<file path="src/rtl/amiq_fifo_cfg_ctrl.sv">
// ---------------------------------------------------------------------------
// amiq_fifo_cfg_ctrl
//   Configuration sequencer for a FIFO control interface. It owns the FIFO
//   hard-reset line and the almost-full / almost-empty thresholds.
//   SET_FULL / SET_EMPTY writes land in shadow registers. COMMIT range-checks
//   both shadows and copies them to the active outputs in one step, or pulses
//   o_cfg_err for one cycle. FLUSH issues a timed FIFO reset pulse followed by
//   a recovery window. Power-up behaves exactly like a FLUSH.
//
// Ports
//   i_clk               clock, rising edge
//   i_rst_n             asynchronous active-low reset
//   i_cfg_valid         config request valid
//   o_cfg_ready         request accepted when i_cfg_valid & o_cfg_ready
//   i_cfg_op [1:0]      00 SET_FULL, 01 SET_EMPTY, 10 FLUSH, 11 COMMIT
//   i_cfg_data [P-1:0]  threshold value for SET_* ops
//   o_cfg_err           one-cycle pulse after a rejected COMMIT
//   o_busy              high while flushing or recovering
//   o_fifo_rst_n        hard reset to the FIFO, active low
//   o_alm_full_thresh   active almost-full threshold
//   o_alm_empty_thresh  active almost-empty threshold
// ---------------------------------------------------------------------------
module amiq_fifo_cfg_ctrl #(
  parameter int P              = 4,
  parameter int DEF_ALM_FULL   = 2,
  parameter int DEF_ALM_EMPTY  = 2,
  parameter int RST_CYCLES     = 4,
  parameter int RECOVER_CYCLES = 2
) (
  input  logic         i_clk,
  input  logic         i_rst_n,
  input  logic         i_cfg_valid,
  output logic         o_cfg_ready,
  input  logic [1:0]   i_cfg_op,
  input  logic [P-1:0] i_cfg_data,
  output logic         o_cfg_err,
  output logic         o_busy,
  output logic         o_fifo_rst_n,
  output logic [P-1:0] o_alm_full_thresh,
  output logic [P-1:0] o_alm_empty_thresh
);

  localparam int CNT_MAX = (RST_CYCLES > RECOVER_CYCLES) ? RST_CYCLES : RECOVER_CYCLES;
  localparam int CW      = $clog2(CNT_MAX + 1);

  localparam logic [CW-1:0] RST_CNT = CW'(RST_CYCLES);
  localparam logic [CW-1:0] REC_CNT = CW'(RECOVER_CYCLES);
  localparam logic [CW-1:0] CNT_ONE = CW'(1);
  localparam logic [CW-1:0] CNT_ZERO = '0;

  // DEPTH = 2**P expressed in P+1 bits so the threshold sum never overflows
  localparam logic [P:0] DEPTH = {1'b1, {P{1'b0}}};

  localparam logic [P-1:0] DEF_FULL  = P'(DEF_ALM_FULL);
  localparam logic [P-1:0] DEF_EMPTY = P'(DEF_ALM_EMPTY);

  localparam logic [1:0] OP_SET_FULL  = 2'b00;
  localparam logic [1:0] OP_SET_EMPTY = 2'b01;
  localparam logic [1:0] OP_FLUSH     = 2'b10;
  localparam logic [1:0] OP_COMMIT    = 2'b11;

  typedef enum logic [1:0] {
    ST_IDLE    = 2'd0,
    ST_FLUSH   = 2'd1,
    ST_RECOVER = 2'd2
  } state_t;

  state_t          r_state;
  state_t          w_stateNext;
  logic [CW-1:0]   r_count;
  logic [CW-1:0]   w_countNext;

  logic [P-1:0]    r_shadowFull;
  logic [P-1:0]    r_shadowEmpty;
  logic [P-1:0]    r_activeFull;
  logic [P-1:0]    r_activeEmpty;
  logic            r_cfgErr;

  logic            w_xfer;
  logic [P:0]      w_shadowSum;
  logic            w_commitOk;

  // Requests are only taken in IDLE; anything presented elsewhere is dropped.
  assign w_xfer = i_cfg_valid && (r_state == ST_IDLE);

  assign w_shadowSum = {1'b0, r_shadowFull} + {1'b0, r_shadowEmpty};
  assign w_commitOk  = (r_shadowFull != '0) && (r_shadowEmpty != '0) && (w_shadowSum <= DEPTH);

  // Handshake and FIFO reset outputs are pure decodes of the state register.
  assign o_cfg_ready        = (r_state == ST_IDLE);
  assign o_busy             = (r_state != ST_IDLE);
  assign o_fifo_rst_n       = (r_state != ST_FLUSH);
  assign o_cfg_err          = r_cfgErr;
  assign o_alm_full_thresh  = r_activeFull;
  assign o_alm_empty_thresh = r_activeEmpty;

  // State and phase counter. Reset parks the block in FLUSH with a full
  // count so the FIFO sees the same reset pulse as an explicit flush.
  always_ff @(posedge i_clk or negedge i_rst_n) begin
    if (!i_rst_n) begin
      r_state <= ST_FLUSH;
      r_count <= RST_CNT;
    end else begin
      r_state <= w_stateNext;
      r_count <= w_countNext;
    end
  end

  // Next-state logic. The counter holds the number of cycles left in the
  // current phase, so the phase ends on the edge where it reads one.
  always_comb begin
    w_stateNext = r_state;
    w_countNext = r_count;
    case (r_state)
      ST_IDLE: begin
        if (w_xfer && (i_cfg_op == OP_FLUSH)) begin
          w_stateNext = ST_FLUSH;
          w_countNext = RST_CNT;
        end
      end
      ST_FLUSH: begin
        if (r_count <= CNT_ONE) begin
          if (RECOVER_CYCLES == 0) begin
            w_stateNext = ST_IDLE;
            w_countNext = CNT_ZERO;
          end else begin
            w_stateNext = ST_RECOVER;
            w_countNext = REC_CNT;
          end
        end else begin
          w_countNext = r_count - CNT_ONE;
        end
      end
      ST_RECOVER: begin
        if (r_count <= CNT_ONE) begin
          w_stateNext = ST_IDLE;
          w_countNext = CNT_ZERO;
        end else begin
          w_countNext = r_count - CNT_ONE;
        end
      end
      default: begin
        w_stateNext = ST_FLUSH;
        w_countNext = RST_CNT;
      end
    endcase
  end

  // Shadow / active thresholds and the commit error pulse. A rejected
  // commit leaves every threshold register untouched; a FLUSH op keeps them.
  always_ff @(posedge i_clk or negedge i_rst_n) begin
    if (!i_rst_n) begin
      r_shadowFull  <= DEF_FULL;
      r_shadowEmpty <= DEF_EMPTY;
      r_activeFull  <= DEF_FULL;
      r_activeEmpty <= DEF_EMPTY;
      r_cfgErr      <= 1'b0;
    end else begin
      r_cfgErr <= 1'b0;
      if (w_xfer) begin
        case (i_cfg_op)
          OP_SET_FULL:  r_shadowFull  <= i_cfg_data;
          OP_SET_EMPTY: r_shadowEmpty <= i_cfg_data;
          OP_COMMIT: begin
            if (w_commitOk) begin
              r_activeFull  <= r_shadowFull;
              r_activeEmpty <= r_shadowEmpty;
            end else begin
              r_cfgErr <= 1'b1;
            end
          end
          default: ;
        endcase
      end
    end
  end

endmodule

</file>
<file path="config.mk">
export PLATFORM = sky130hd
export DESIGN_NAME = amiq_fifo_cfg_ctrl
export DESIGN_NICKNAME = d
export VERILOG_FILES = /design/src/rtl/amiq_fifo_cfg_ctrl.sv
export SDC_FILE = /design/constraint.sdc
export NUM_CORES = 1
export LEC_CHECK = 0
export ABC_AREA = 1
export ABC_CLOCK_PERIOD_IN_PS = 2100
export BUFFER_PORTS_ARGS = -buffer_cell sky130_fd_sc_hd__buf_2
export CAP_MARGIN = 10
export CORE_UTILIZATION = 54
export DETAILED_ROUTE_END_ITERATION = 10
export HOLD_SLACK_MARGIN = 0.02
export PLACE_DENSITY = 0.77
export SLEW_MARGIN = 20
export SYNTH_ARGS = -nofsm -noshare
export SYNTH_HDL_FRONTEND = slang
export SYNTH_SLANG_ARGS = --single-unit
export TNS_END_PERCENT = 100
</file>
<file path="constraint.sdc">
create_clock -name i_clk -period 2.1 [get_ports i_clk]
set_input_delay 0.525 -clock i_clk [delete_from_list [all_inputs] [get_ports i_clk]]
set_output_delay 0.525 -clock i_clk [all_outputs]
set_load 0.02 [all_outputs]
</file>
* Word level (Yosys, flattened, before mapping) *
Cells that the tools add are included.

storage, ports and cells
  memories = 0
  bits in latches = 0
  memory bits (writable) = 0
  bits in read-only memories = 0
  register bits = 22

operators by class
  multipliers = 0
  bitwise logic cells = 0
  div/mod/pow operators = 0
  reduce and logical (&&, ||, !) cells = 13
  equality and inequality tests = 9
  mux-type cells = 11
  $lt $le $gt $ge = 2
  $add $sub $neg = 2
  shifts and indexed selects = 0

operators by type and width
  cell                                                                     number
  3-bit 2-to-1 mux                                                         3
  3-bit case mux with 3 select lines                                       1
  4-bit nonzero test                                                       2
  2-bit equality test, second input constant                               3
  2-bit 2-to-1 mux                                                         3
  2-bit case mux with 3 select lines                                       1
  3-bit AND reduction                                                      2
  4-bit by 4-bit adder with 5-bit output                                   1
  5-bit <= comparator, second input constant                               1
  2-bit by 1-bit equality test with 1-bit output, second input constant    2
  1-bit logical AND                                                        4
  2-bit logical NOT                                                        2
  2-bit by 1-bit inequality test with 1-bit output, second input constant  2
  2-bit inequality test, second input constant                             2
  2-bit AND reduction                                                      2
  3-bit by 1-bit <= comparator with 1-bit output, second input constant    1
  1-bit 2-to-1 mux                                                         3
  3-bit by 1-bit subtractor with 3-bit output, second input constant       1
  2-bit nonzero test                                                       1

* Logic depth before layout (Yosys ltp) *
  depth after elaboration = 6
  mapped depth = 12
  gate-level depth less buffers = 12

* Worst setup path after synthesis *
OpenSTA, ideal clock, no wires.

  path type = register to register
  from = register r_shadowFull[1]
  to = register r_activeEmpty[0], in the netlist o_alm_empty_thresh[0]
  arrival = 1.691 ns
  slack = 0.292 ns
  required time = 1.983 ns
  stages on the path, launching flop included = 10
  path buffers = 0
  path through = dfstp_2 -> inv_1 -> fa_1 -> nand2_1 -> nor2_2 -> nand3_2 -> nand2_4 -> nand3_4 -> nand2_1 -> nand2_1

on the way
  word-level cells in the longest chain between the ends = 4
  elaborated cells between the ends (all ways) = 6

RTL lines
  item                                                                          RTL line  text
  start, declared                                                               73        logic [P-1:0] r_shadowFull;
  start signal, assigned                                                        162       OP_SET_FULL: r_shadowFull <= i_cfg_data;
  4-bit by 4-bit adder with 5-bit output or 4-bit nonzero test (tied branches)  86, 87
  5-bit <= comparator or 1-bit logical AND (tied branches)                      87        assign w_commitOk = (r_shadowFull != '0) && (r_shadowEmpty != '0) && (w_shadowSum <= DEPTH);
  1-bit logical AND (*)                                                         87
  3-bit AND reduction (no line) (*)                                             -
  end signal, assigned                                                          167       r_activeEmpty <= r_shadowEmpty;
  end, declared                                                                 76        logic [P-1:0] r_activeEmpty;

Every way passes the cells marked *; elsewhere a longest branch is shown, timed or not.
A chain may end at the register's enable or synchronous reset.

* Worst setup path in the final report *
Same ends and word-level chain as after synthesis.

==> impl_metrics.json <==
{
  "grt.overflow.total": 0,
  "synth_nets": 162,
  "drc": 0,
  "drv_cap": 0,
  "busiest_layer": "met2",
  "p_sw_share_pct": 47.3,
  "cts_tree": "done",
  "start_util_pct": 59.5,
  "setup_slack_ns": 0.176,
  "p_leak_nw": 0.740,
  "multi_input_area_um2": 563,
  "hold_class": "in -> async",
  "fmax_mhz": 520,
  "synth_mux_area_share_pct": 0,
  "final_hold_viol_count": 0,
  "antenna_cells": 0,
  "arrival_ns": 2.12,
  "synth-xor-area-share_pct": 0.721,
  "crit_path_max_incr_delay_ns": 0.57,
  "place_area_mm2": 0.00135,
  "synthTopCellsByArea": "dfrtp_1, dfstp_2, nand2_1",
  "p_sw_w": 0.00100,
  "seq_power_share_pct": 37.1,
  "grt.total_usage_pct": 21.4,
  "met2_usage_pct": 39.5,
  "synth_seq_cells": 22,
  "place_congestion": 0.762,
  "fin_crit_ns": 1.92,
  "dp_cells": 191,
  "via_per_inst": 5.10,
  "grt_pass1_wl_um": 3980,
  "drt_iter0_drc": 23,
  "final_core_util_pct": 67.3,
  "netlist.area_leader.share_pct": 33.0,
  "rsz0062_at_grt": "no",
  "critPathMaxFanout": 10,
  "ff_latch_area_um2": 558,
  "root_buffer": "clkbuf_4",
  "drt-wirelength-per-cell_um": 11.1,
  "grt_antenna_before_repair": 0,
  "power.density_mw_per_mm2": 1540,
  "synthSimpleGateAreaFrac_pct": 26.6,
  "clkTransAtPathRegs_ns": 0.10,
  "avgSynthCellArea_um2": 8.44,
  "path_cells": "inv_1 > fa_1 > nand2_1 > nor2_2 > nand3_2 > nand2_4 > nand3_4 > nand2_1 > nand2_1",
  "yosysWarnings": 0,
  "ctsHoldBuffers": 0,
  "crit_slowest_cell": "dfstp_2",
  "fin_area_mm2": 0.00138,
  "htree_levels": 1,
  "syn_area_mm2": 0.00121,
  "fp.dieH_um": 49.4,
  "fin_nets": 187,
  "first_pass_iters": 4,
  "grt_pass1_vias": 989,
  "fin_crit_sh_pct": 91.6,
  "ir_drop_uv": 763,
  "p_int_w": 0.00112,
  "ys_seq_area_share_pct": 45.9,
  "outcome": "finished clean",
  "clk_latency_ns": 0.29,
  "yosysTopAreaCell": "dfrtp_1",
  "max-slew-margin-rel_pct": 69.4,
  "wl_um": 2170,
  "cts-resized-gates": 0,
  "dp_hpwl_um": 1790,
  "power_frac_comb_pct": 54.3,
  "pin_count": 21,
  "synthToLayoutAreaGrowth_pct": 13.2,
  "finalClockSkew_ns": 0.00153,
  "detail-route-antenna-nets": 0,
  "use_met1_pct": 24.2,
  "stdcell_count": 195,
  "cts-buffers-inserted": 3,
  "met3_usage_pct": 5.61,
  "synth-compound-area-share_pct": 9.17,
  "crit_type": "reg -> reg",
  "fillers": 178,
  "cts.sink_count": 22,
  "placementRows": 16,
  "crit_path_start_kind": "register",
  "coreArea_mm2": 0.00204,
  "drive_above_1_share_pct": 22.0,
  "layout_common_cells": "nand2_1, inv_1, buf_2",
  "synth_top_family_by_area": "simple AND/OR/NAND/NOR gates",
  "final_max_slew_viol_count": 0,
  "worst_pin_slew_ns": 0.458,
  "fp.dieW_um": 49.4,
  "synth_fa_ha_area_share_pct": 9.89,
  "synth_cells": 144,
  "post-place-ws_ns": 0.183,
  "power.share.clock_pct": 8.6,
  "post-cts-setup-buffers": 0,
  "synth.distinct_cells": 23,
  "worstPathRequired_ns": 2.30,
  "fin_tns_setup_ns": 0,
  "setup_viol": 0,
  "io_buffers": 20,
  "final_common_cell": "nand2_1",
  "dieArea_mm2": 0.00244,
  "clockBufferDepth": 2,
  "grt_max_degree": 23,
  "via_count": 995,
  "end_kind": "register",
  "cp_common_cell": "nand2_1"
}
-- area by class of cell --
cell class | instances | share of cell area [%]
Clock buffer | 4 | 1.91
Inverter | 25 | 6.82
Multi-Input combinational cell | 97 | 40.9
Sequential cell | 22 | 40.6
Tap cell | 27 | 2.46
Timing Repair Buffer | 20 | 7.28
-- cell families after synthesis --
kind of cell,count (synthesis)
AND/OR/NAND/NOR,66
buffers and inverters,25
flip-flops,22
AO/OA/AOI/OAI,21
adder cells (fa/ha/maj),9
XOR/XNOR,1
-- per-stage QoR --
step	hold slack [ns]	total power, W
after detailed placement	0.459	0.00195
final	0.160	0.00212
after floorplan	0.229	0.00165
after global routing	0.178	0.00235
after global placement	0.454	0.00189
after CTS	0.170	0.00214
-- synth_stat cells (all sizes together) --
cell and instances:
xor2 1, or2 1, o21ai 14, nand2 39
nand4 8, a21boi 1, a21oi 4, fa 1
ha 8, nand3 9, nor3 2, a31oi 1
inv 25, dfrtp 16, dfstp 6, nor2 7
o21bai 1
-- worst paths after layout --
| path | to | slack (ns) | startpoint | cells past startpoint |
|---|---|---|---|---|
| worst min register to register | o_alm_empty_thresh[1]$_DFFE_PN1P_ | 0.48 | o_alm_empty_thresh[1]$_DFFE_PN1P_ | 2 |
| worst max-delay path | o_alm_empty_thresh[0]$_DFFE_PN0P_ | 0.18 | r_shadowFull[1]$_DFFE_PN1P_ | 9 |
| worst min-delay path | o_alm_full_thresh[3]$_DFFE_PN0P_ | 0.16 | i_rst_n | 1 |
| min in group i_clk | r_shadowEmpty[1]$_DFFE_PN1P_ | 0.45 | i_cfg_data[1] | 3 |
| max in group asynchronous | r_shadowEmpty[1]$_DFFE_PN1P_ | 1.59 | i_rst_n | 1 |
| worst max register to register | o_alm_empty_thresh[0]$_DFFE_PN0P_ | 0.18 | r_shadowFull[1]$_DFFE_PN1P_ | 9 |
-- critical path: cells and delay by family, from the launching register on --
kind	cells	cell delay [ns]
simple gates	7	0.64
flops	1	0.57
fa+ha+maj	1	0.53
buf+inv	1	0.07
-- state kept, by name (all words and copies together), names as in the netlist --
name / flops
r_state: 2
o_alm_empty_thresh: 4
o_alm_full_thresh: 4
r_shadowFull: 4
r_count: 3
o_cfg_err: 1
r_shadowEmpty: 4
-- metal layers --
| layer | part of all wire [%] | wire length, um |
|---|---|---|
| met1 | 46 | 1010 |
| met4 | 0.60 | 13 |
| met2 | 48 | 1040 |
| met3 | 5.2 | 112 |
| met5 | 0 | 0 |
-- power groups by stage --
stage	Clock [W]	Combinational, W	Sequential (W)
CTS	0.000193	0.00116	0.000786
global route	0.000215	0.00132	0.000813
global placement	0	0.00110	0.000785
finish	0.000183	0.00115	0.000786
detailed placement	0	0.00116	0.000794
floorplan	0	0.000815	0.000832
(Power assumes the default switching activity.)
